File: config.mk
export PLATFORM = sky130hd
export DESIGN_NAME = uart_rx_param
export DESIGN_NICKNAME = d
export VERILOG_FILES = /design/src/rtl/uart_pkg.sv /design/src/rtl/uart_rx_sampler.sv /design/src/rtl/uart_rx_param.sv
export SDC_FILE = /design/constraint.sdc
export NUM_CORES = 1
export LEC_CHECK = 0
export ABC_AREA = 1
export BUFFER_PORTS_ARGS = -buffer_cell sky130_fd_sc_hd__clkbuf_2
export CAP_MARGIN = 20
export CORE_MARGIN = 3
export CORE_UTILIZATION = 62
export CTS_CLUSTER_SIZE = 28
export DETAILED_ROUTE_END_ITERATION = 6
export PLACE_DENSITY_LB_ADDON = 0.15
export SLEW_MARGIN = 30
export SYNTH_ARGS = -nofsm -noshare
export SYNTH_HDL_FRONTEND = slang
export SYNTH_SLANG_ARGS = --single-unit
export TNS_END_PERCENT = 1
File: constraint.sdc
create_clock -name UART_clk -period 2 [get_ports UART_clk]
set_input_delay 0 -clock UART_clk [delete_from_list [all_inputs] [get_ports UART_clk]]
set_output_delay 0 -clock UART_clk [all_outputs]
set_load 0.01 [all_outputs]
File: src/rtl/uart_pkg.sv
// Shared types and constants for the parametrised UART receiver.
// Optional 2-of-3 majority sampling is selected with UART_RX_MAJORITY_EN.
package uart_pkg;

  typedef enum logic [2:0] {
    IDLE     = 3'd0,
    START    = 3'd1,
    DATA     = 3'd2,
    PARITY   = 3'd3,
    STOP     = 3'd4,
    BRK_WAIT = 3'd5
  } uart_state_e;

  localparam int ERR_FE = 0;
  localparam int ERR_PE = 1;
  localparam int ERR_BE = 2;

  localparam logic PAR_EVEN = 1'b0;
  localparam logic PAR_ODD  = 1'b1;

  function automatic logic maj3(input logic a, input logic b, input logic c);
    return (a & b) | (a & c) | (b & c);
  endfunction

endpackage

File: src/rtl/uart_rx_sampler.sv
// Two-flop rx synchroniser and per-bit sampler. With UART_RX_MAJORITY_EN the bit
// value is a 2-of-3 vote over three consecutive ticks around the bit centre.
module uart_rx_sampler #(
  parameter int OVS = 16,
  parameter int CW  = 4
) (
  input  logic          UART_clk,
  input  logic          rst,
  input  logic          sample_tick,
  input  logic          rx,
  input  logic [CW-1:0] tick_cnt,
  output logic          rx_sync,
  output logic          bit_val,
  output logic          bit_stb
);
  import uart_pkg::*;

  logic rx_meta;

  // Preset to 1 so reset looks like an idle line rather than a start bit.
  always_ff @(posedge UART_clk or posedge rst) begin
    if (rst) begin
      rx_meta <= 1'b1;
      rx_sync <= 1'b1;
    end else begin
      rx_meta <= rx;
      rx_sync <= rx_meta;
    end
  end

`ifdef UART_RX_MAJORITY_EN
  logic samp_a;
  logic samp_b;

  always_ff @(posedge UART_clk or posedge rst) begin
    if (rst) begin
      samp_a <= 1'b1;
      samp_b <= 1'b1;
    end else if (sample_tick) begin
      if (tick_cnt == CW'(OVS/2 - 2)) samp_a <= rx_sync;
      if (tick_cnt == CW'(OVS/2 - 1)) samp_b <= rx_sync;
    end
  end

  // The vote resolves on the third sample tick, one tick after the single-sample point.
  assign bit_stb = sample_tick && (tick_cnt == CW'(OVS/2));
  assign bit_val = maj3(samp_a, samp_b, rx_sync);
`else
  assign bit_stb = sample_tick && (tick_cnt == CW'(OVS/2 - 1));
  assign bit_val = rx_sync;
`endif

endmodule

File: src/rtl/uart_rx_param.sv
// Parametrised oversampled UART receiver with a one-entry holding register and
// per-frame {BE, PE, FE} status. Majority sampling is enabled by UART_RX_MAJORITY_EN.
module uart_rx_param #(
  parameter int DATA_W    = 8,
  parameter int PARITY_EN = 1,
  parameter int ODD_nEVEN = 1,
  parameter int STOP_BITS = 1,
  parameter int OVS       = 16
) (
  input  logic              UART_clk,
  input  logic              rst,
  input  logic              sample_tick,
  input  logic              rx,
  output logic [DATA_W-1:0] rx_data,
  output logic [2:0]        rx_err,
  output logic              rx_valid,
  input  logic              rx_ready,
  output logic              oe,
  output logic              busy,
  output logic [2:0]        dbg_state
);
  import uart_pkg::*;

  localparam int   CW       = $clog2(OVS);
  localparam int   BCW      = 4;
  localparam logic ODD_MODE = (ODD_nEVEN != 0) ? PAR_ODD : PAR_EVEN;

  uart_state_e       state;
  uart_state_e       state_nxt;
  logic [CW-1:0]     tick_cnt;
  logic [BCW-1:0]    bit_cnt;
  logic [DATA_W-1:0] shreg;
  logic              par_s;
  logic              zero_acc;
  logic              fe_acc;
  logic              done_q;
  logic [2:0]        err_q;

  logic rx_s;
  logic bit_val;
  logic bit_stb;
  logic last_data;
  logic last_stop;
  logic be_now;
  logic fe_now;
  logic pe_now;
  logic frame_end;
  logic hs;

  uart_rx_sampler #(
    .OVS (OVS),
    .CW  (CW)
  ) u_sampler (
    .UART_clk    (UART_clk),
    .rst         (rst),
    .sample_tick (sample_tick),
    .rx          (rx),
    .tick_cnt    (tick_cnt),
    .rx_sync     (rx_s),
    .bit_val     (bit_val),
    .bit_stb     (bit_stb)
  );

  assign last_data = (bit_cnt == BCW'(DATA_W - 1));
  assign last_stop = (bit_cnt == BCW'(STOP_BITS - 1));
  assign be_now    = zero_acc && !bit_val;
  assign fe_now    = fe_acc || !bit_val;
  assign pe_now    = (PARITY_EN != 0) && (((^shreg) ^ par_s) != ODD_MODE);
  assign frame_end = (state == STOP) && bit_stb && last_stop;

  always_ff @(posedge UART_clk or posedge rst) begin
    if (rst) state <= IDLE;
    else     state <= state_nxt;
  end

  always_comb begin
    state_nxt = state;
    case (state)
      IDLE:     if (sample_tick && !rx_s) state_nxt = START;
      START:    if (bit_stb) state_nxt = bit_val ? IDLE : DATA;
      DATA:     if (bit_stb && last_data) state_nxt = (PARITY_EN != 0) ? PARITY : STOP;
      PARITY:   if (bit_stb) state_nxt = STOP;
      STOP:     if (bit_stb && last_stop) state_nxt = be_now ? BRK_WAIT : IDLE;
      BRK_WAIT: if (sample_tick && rx_s) state_nxt = IDLE;
      default:  state_nxt = IDLE;
    endcase
  end

  always_comb begin
    busy      = (state != IDLE);
    dbg_state = state;
  end

  // Tick counter is aligned to bit boundaries: the detecting tick is tick 0 of the start bit.
  always_ff @(posedge UART_clk or posedge rst) begin
    if (rst) begin
      tick_cnt <= '0;
      bit_cnt  <= '0;
      shreg    <= '0;
      par_s    <= 1'b0;
      zero_acc <= 1'b0;
      fe_acc   <= 1'b0;
      done_q   <= 1'b0;
      err_q    <= '0;
    end else begin
      done_q <= frame_end;
      if (state == IDLE) begin
        tick_cnt <= (sample_tick && !rx_s) ? CW'(1) : '0;
        bit_cnt  <= '0;
      end else if (sample_tick) begin
        tick_cnt <= (tick_cnt == CW'(OVS - 1)) ? '0 : tick_cnt + CW'(1);
      end
      if (bit_stb) begin
        case (state)
          START: begin
            zero_acc <= 1'b1;
            fe_acc   <= 1'b0;
            bit_cnt  <= '0;
          end
          DATA: begin
            shreg    <= {bit_val, shreg[DATA_W-1:1]};
            zero_acc <= zero_acc && !bit_val;
            bit_cnt  <= last_data ? '0 : bit_cnt + BCW'(1);
          end
          PARITY: begin
            par_s    <= bit_val;
            zero_acc <= zero_acc && !bit_val;
          end
          STOP: begin
            zero_acc <= be_now;
            fe_acc   <= fe_now;
            bit_cnt  <= bit_cnt + BCW'(1);
            if (last_stop) begin
              err_q[ERR_FE] <= fe_now || be_now;
              err_q[ERR_PE] <= pe_now;
              err_q[ERR_BE] <= be_now;
            end
          end
          default: ;
        endcase
      end
    end
  end

  // Handshake: a frame transfers on any cycle where rx_valid && rx_ready; rx_data and
  // rx_err hold while rx_valid && !rx_ready. A frame finishing into a full register that
  // is not being drained that cycle is dropped and raises the sticky oe flag.
  assign hs = rx_valid && rx_ready;

  always_ff @(posedge UART_clk or posedge rst) begin
    if (rst) begin
      rx_data  <= '0;
      rx_err   <= '0;
      rx_valid <= 1'b0;
      oe       <= 1'b0;
    end else begin
      if (done_q && (!rx_valid || hs)) begin
        rx_data  <= shreg;
        rx_err   <= err_q;
        rx_valid <= 1'b1;
      end else if (hs) begin
        rx_valid <= 1'b0;
      end
      if (done_q && rx_valid && !hs) oe <= 1'b1;
      else if (hs)                   oe <= 1'b0;
    end
  end

endmodule
==> run_results.csv, run 1 <==
group,metric,value,unit
outcome,status,"complete, no violations",
timing,slew_violations,0,
timing,final.setup_skew,12.4,ps
routing,drt_iter0_markers,93,
synthesis,synth-seq-cells,41,
worst_setup_path,cp_cell_sequence,"inv_1 > ha_1 > nor3b_1 > nand2_2 > nand2_2 > nand3_2 > nand2_1 > nand2_1",
grt,grt_pass1_wl,6.35,mm
timing,fmax,649,MHz
synthesis,synth_edf_count,0,
power_and_ir_drop,power,0.00217,W
timing,setup_ws,458,ps
routing,drc_errors,0,
synthesis,syn_avg_cell_area,8.36,um^2
grt,grt_start_max_net_pins,42,
worst_setup_path,critPathCaptureType,"register",
placed_design,place_inst,304,
final_layout,final_nets,278,
cts,cts_resized,0,
routing,avgRoutedWirePerCell,11.7,um
timing,period_minus_slack,1540,ps
final_layout,drive_gt1_share,22.1,%
placed_design,routabilityCongestion,0.812,
worst_setup_path,slowest_stage,"dfrtp_1",
timing,hold_violations,0,
final_layout,instances_no_fill,315,
timing,tightest_slew,488,ps
die,io_pins,22,
routing,viasPerCell,5.10,
cts,cts_sinks,41,
die,die_y,62.9,um
worst_setup_path,critPathLaunchType,"register",
synthesis,syn_inst,240,
grt,grt_overflow,0,
placed_design,placed_area,2160,um^2
cts,cts.clk_slew.worst_paths,120,ps
timing,setup_tns,0,ps
final_layout,design_area,2280,um^2
die,die_area,3950,um^2
grt,grt_pass1_vias,1501,
cts,clk-insertion-delay-late,350,ps
grt,grtUsageTotal,20.3,%
timing,setup_viol,0,
power_and_ir_drop,total_leakage_power,1.19,nW
cts,clockBufferDepth,2,
timing,timing.final.crit_share,77.1,%
die,core,3080,um^2
final_layout,num_antenna_cells,0,
timing,slew_headroom,67.5,%
power_and_ir_drop,power_density,951,nW/um^2
timing,rsz0062_at_grt,"false",
hold_path,hp-class,"primary input to register",
synthesis,ys_seq_area_share,51.3,%
synthesis,yosysUniqueCellTypes,30,
synthesis,synth_area,2010,um^2
die,fp.dieW,62.9,um
worst_setup_path,critPathKind,"register to register",
grt,antenna_found_initial,0,
routing,wirelength,3.68,mm
synthesis,async_flop_share,100,%
final_layout,num-fill-cells,229,
cts,ctsHtreeMaxLevel,2,
final_layout,area_growth,13.7,%
worst_setup_path,critPathArrivalTime,1780,ps
placed_design,dp_hpwl,2.64,mm
worst_setup_path,required,2240,ps
synthesis,yosysWarnings,0,
routing,vias,1608,
routing,first_pass_iters,5,
die,rows,20,
worst_setup_path,max_stage_delay,410,ps
placed_design,dp_slack,549,ps
placed_design,port_buffers,21,
synthesis,ys.flop_type,"dfrtp_1",
routing,ant_nets,0,
die,initial_utilization,65.2,%
worst_setup_path,path_max_fanout,4,
synthesis,synth_nets,248,
cts,clock-root-buffer,"clkbuf_4",
cts,cts_tree,"done",
cts,cts_buffers,5,
flow_run,maxCapViolCount,0,
power_and_ir_drop,vdd_drop_max,707,uV
-- cell families (layout without fill, tap and decap cells) --
family | count (synthesis) | count (layout) | synth area share [%]
mux | 2 | 2 | 1.12
flops | 41 | 41 | 51.3
fa+ha+maj | 3 | 3 | 1.87
simple gates | 112 | 112 | 26.0
compound gates | 37 | 37 | 9.98
xor+xnor | 4 | 4 | 1.75
buf+inv | 41 | 72 | 7.98
-- final cells by class --
type / count / area, um^2 / share of cell area [%]
sequential: 41 / 1030 / 45.1
timing repair buffer: 26 / 150 / 6.59
clock inverter: 1 / 30.0 / 1.32
multi-input combinational: 158 / 817 / 35.8
clock buffer: 7 / 55.1 / 2.41
tap: 44 / 55.1 / 2.41
inverter: 38 / 144 / 6.31
-- metal layers --
metal	GRT usage [%]	routed length (um)	vias to the layer above
met3	6.29	211	10
met5	0	0	-
met1	23.2	1620	724
li1	-	-	826
met2	35.3	1790	48
met4	7.71	61	0
-- path summary, 6_finish.rpt --
| kind | from | end | slack [ps] | depth (start not counted) |
|---|---|---|---|---|
| max | bit_cnt[1] | dbg_state[0] | 460 | 8 |
| min | sample_tick | tick_cnt[2] | 20 | 4 |
| max reg2reg | bit_cnt[1] | dbg_state[0] | 460 | 8 |
| min reg2reg | u_sampler.rx_meta | u_sampler.bit_val | 360 | 0 |
| max in group asynchronous | rst | u_sampler.rx_meta | 1350 | 4 |
| min in group asynchronous | rst | shreg[2] | 290 | 4 |
-- critical path: cells and delay by family (launching register included) --
family,cells,cell delay [ps]
adder cells (fa/ha/maj),1,160
AND/OR/NAND/NOR,6,780
buffers and inverters,1,90
flip-flops,1,410
-- Yosys cell counts (2+ instances only) --
| cell type | count | area [um^2] |
|---|---|---|
| inv_2 | 9 | 33.8 |
| nor2_2 | 2 | 12.5 |
| nor2_4 | 2 | 22.5 |
| nand2_1 | 70 | 263 |
| nand3_2 | 3 | 30.0 |
| o21ai_1 | 15 | 75.1 |
| mux2_2 | 2 | 22.5 |
| nor2_1 | 7 | 26.3 |
| dfrtp_1 | 39 | 976 |
| inv_1 | 28 | 105 |
| nand4_1 | 3 | 18.8 |
| nand2_2 | 6 | 37.5 |
| dfstp_2 | 2 | 52.6 |
| xor2_1 | 3 | 26.3 |
| a21oi_1 | 2 | 10.0 |
| o21ai_0 | 16 | 80.1 |
| nand3_1 | 16 | 80.1 |
| ha_1 | 3 | 37.5 |
-- timing repair --
action | 4_1_cts | 5_1_grt
hold buffers | 3 | 0
setup buffers | 0 | 0
hold endpoints to repair | 42 | 0
-- flip-flops by register name, indices dropped and copies added, names as in the netlist --
| signal | flops |
|---|---|
| rx_data | 8 |
| shreg | 8 |
| bit_cnt | 4 |
| tick_cnt | 4 |
| dbg_state | 3 |
| err_q | 3 |
| rx_err | 3 |
| done_q | 1 |
| fe_acc | 1 |
| oe | 1 |
| par_s | 1 |
| rx_valid | 1 |
| u_sampler.bit_val | 1 |
| u_sampler.rx_meta | 1 |
| zero_acc | 1 |
-- through the flow --
| stage | util [%] | hold slack, ps |
|---|---|---|
| final | 74.1 | 15.7 |
| after global routing | 74.1 | 16.7 |
| after CTS | 74.1 | 14.0 |
| after detailed placement | 70.3 | 89.2 |
| after global placement | 70.3 | 87.9 |
| after floorplan | - | 4.48 |
-- cell usage in the layout, fill, tap and decap left out, types with 5 or more instances in the layout --
| cell type | count |
|---|---|
| clkbuf_2 | 21 |
| clkbuf_4 | 5 |
| dfrtp_1 | 39 |
| inv_1 | 28 |
| inv_2 | 9 |
| nand2_1 | 70 |
| nand2_2 | 6 |
| nand3_1 | 16 |
| nor2_1 | 7 |
| o21ai_0 | 16 |
| o21ai_1 | 15 |
-- power by group --
| group | leakage [nW] | internal [W] | switching, W |
|---|---|---|---|
| clock | 0.0455 | 0.000299 | 0.000259 |
| combinational | 0.592 | 0.000207 | 0.000435 |
| sequential | 0.550 | 0.000889 | 0.0000793 |
| total | 1.19 | 0.00140 | 0.000773 |
No activity file was read; power rests on OpenSTA's default activity.
==> inputs of run 2 (changes only) <==
CORE_UTILIZATION = 52   (was 62)
clock period = 1.35 ns   (was 2 ns; I/O delays follow)
==> run 2 against run 1 <==
Clock power increased by 73%. Cell count increased by 7.0%. Fmax increased by 11%. Routed wire length increased by 14%. Final area increased by 12%. The run now ends with setup timing left. First-iteration DRC count decreased by 16%. Flip-flop and latch count unchanged. Critical endpoint is now bit_cnt[0]. Die area increased by 17%. Largest power group unchanged. Count of clock-buffer cells in the layout decreased by 2.
==> run_results.csv, run 2 (same netlist as run 1, synthesis figures left out) <==
group,metric,value,unit
cts,ctsHtreeMaxLevel,2,
worst_setup_path,critPathLaunchType,"register",
die,die_area,4640,um^2
power_and_ir_drop,switchingPower,0.00133,W
timing,setup_ws,-34.3,ps
timing,tightest_slew,289,ps
power_and_ir_drop,clock_power_share,25.7,%
grt,grt_pass1_wl,6.87,mm
power_and_ir_drop,vdd_drop_max,1460,uV
timing,slew_violations,0,
worst_setup_path,slowest_stage,"dfrtp_1",
final_layout,multi_input_area,878,um^2
routing,vias,1716,
outcome,violations,"setup timing",
final_layout,num-fill-cells,271,
routing,viasPerCell,5.09,
cts,cts_sinks,41,
grt,antenna_found_initial,0,
timing,period_minus_slack,1380,ps
routing,wirelength,4.21,mm
final_layout,seqCellArea,1030,um^2
routing,first_pass_iters,4,
cts,cts_tree,"done",
power_and_ir_drop,power_density,1460,nW/um^2
cts,clock-root-buffer,"clkbuf_8",
routing,ant_nets,0,
timing,final.setup_skew,10.5,ps
routing,drc_errors,0,
cts,clockBufferDepth,2,
power_and_ir_drop,pwr-share-seq,37.9,%
worst_setup_path,critPathKind,"register to register",
worst_setup_path,required,1580,ps
final_layout,reg.largest.list,"rx_data x8, shreg x8",
die,initial_utilization,57.0,%
flow_run,maxCapViolCount,0,
power_and_ir_drop,p_int,0.00241,W
final_layout,num_antenna_cells,0,
worst_setup_path,path_max_fanout,4,
timing,timing.final.crit_share,103,%
placed_design,dp_slack,-33.4,ps
worst_setup_path,critPathArrivalTime,1610,ps
power_and_ir_drop,swShare,35.5,%
final_layout,most-common-layout-cells,"nand2_1, dfrtp_1, inv_1",
die,core,3520,um^2
grt,grt_start_max_net_pins,42,
final_layout,fin_util,72.5,%
timing,rsz0062_at_grt,"true",
timing,setup_viol,4,
final_layout,final_nets,299,
timing,hold_violations,0,
final_layout,drive_gt1_share,31.6,%
worst_setup_path,max_stage_delay,450,ps
final_layout,layout_commonest_cell,"nand2_1",
power_and_ir_drop,total_leakage_power,1.31,nW
placed_design,dp_hpwl,2.83,mm
grt,grt_pass1_vias,1619,
cts,clk-insertion-delay-late,300,ps
worst_setup_path,critPathCaptureType,"register",
timing,fmax,722,MHz
outcome,status,"finished with violations",
hold_path,hp-class,"primary input to register",
grt,grt_overflow,0,
die,rows,21,
die,fp.dieW,68.1,um
placed_design,port_buffers,21,
worst_setup_path,cp_cell_sequence,"inv_2 > nand2_1 > nor2_2 > nor2_1 > nor2_4 > nand2_1 > o21ai_1",
worst_setup_path,path_common_cell,"nand2_1",
routing,drt_iter0_markers,78,
power_and_ir_drop,pwr-share-comb,36.4,%
grt,grtUsageTotal,20.0,%
timing,slew_headroom,80.7,%
timing,whs,81.3,ps
cts,cts.clk_slew.worst_paths,80,ps
final_layout,area_growth,27.3,%
die,io_pins,22,
placed_design,routabilityCongestion,0.829,
routing,avgRoutedWirePerCell,12.5,um
cts,cts_buffers,5,
die,die_y,68.1,um
run 2: cell count changes in the layout (fill, tap and decap cells not counted), sizes merged:
cell    change
buf        +21
clkbuf      -2
clkinv      +1
run 2: final cells by class:
class / instances / area share (%)
sequential: 41 / 40.3
multi-input combinational: 158 / 34.4
timing repair buffer: 47 / 13.2
inverter: 38 / 5.78
clock buffer: 5 / 2.69
tap: 46 / 2.25
clock inverter: 2 / 1.37
run 2: repair_timing:
item / CTS / global route
endpoints found under the hold margin: 44 / 0
endpoints found under the setup margin: 9 / 24
pin swaps: 2 / 5
gates resized for setup: 10 / 8
buffers inserted: 1 / 5
hold buffers: 3 / 0
run 2: worst paths after layout:
| check | to | startpoint | slack [ps] | cells past startpoint |
|---|---|---|---|---|
| min in group asynchronous | bit_cnt[1] | rst | 260 | 4 |
| hold reg to reg | u_sampler.bit_val | u_sampler.rx_meta | 360 | 0 |
| setup / recovery | bit_cnt[0] | dbg_state[1] | -30 | 7 |
| max in group asynchronous | u_sampler.bit_val | rst | 820 | 4 |
| setup reg to reg | bit_cnt[0] | dbg_state[1] | -30 | 7 |
| hold / removal | tick_cnt[2] | sample_tick | 80 | 4 |
run 2: power by group through the flow:
stage / clock [W] / sequential (W) / combinational, W
after floorplan: 0 / 0.00146 / 0.000701
after global placement: 0 / 0.00144 / 0.00113
after detailed placement: 0 / 0.00144 / 0.00114
after CTS: 0.000974 / 0.00142 / 0.00122
after global routing: 0.00103 / 0.00143 / 0.00149
final: 0.000962 / 0.00142 / 0.00136
run 2: worst max-delay path: cells and delay by family (launching register included):
| kind | cells | cell delay (ps) |
|---|---|---|
| flops | 1 | 450 |
| simple gates | 5 | 600 |
| buf+inv | 1 | 110 |
| compound gates | 1 | 150 |
run 2: routing by layer:
layer | global-route usage [%] | up-vias | part of all wire [%]
li1 | - | 863 | -
met1 | 22.1 | 814 | 43
met2 | 37.2 | 33 | 51
met3 | 3.45 | 6 | 3.0
met4 | 8.93 | 0 | 2.1
met5 | 0 | - | 0
run 2: per-stage QoR:
| stage | area [um^2] | power (W) | TNS, ps | cells |
|---|---|---|---|---|
| after CTS | 2490 | 0.00362 | -10.9 | 332 |
| after global placement | 2300 | 0.00257 | -206 | 321 |
| final | 2550 | 0.00374 | -82.4 | 337 |
| after detailed placement | 2300 | 0.00258 | -108 | 321 |
| after floorplan | 2010 | 0.00216 | 0 | 240 |
| after global routing | 2550 | 0.00394 | -979 | 337 |
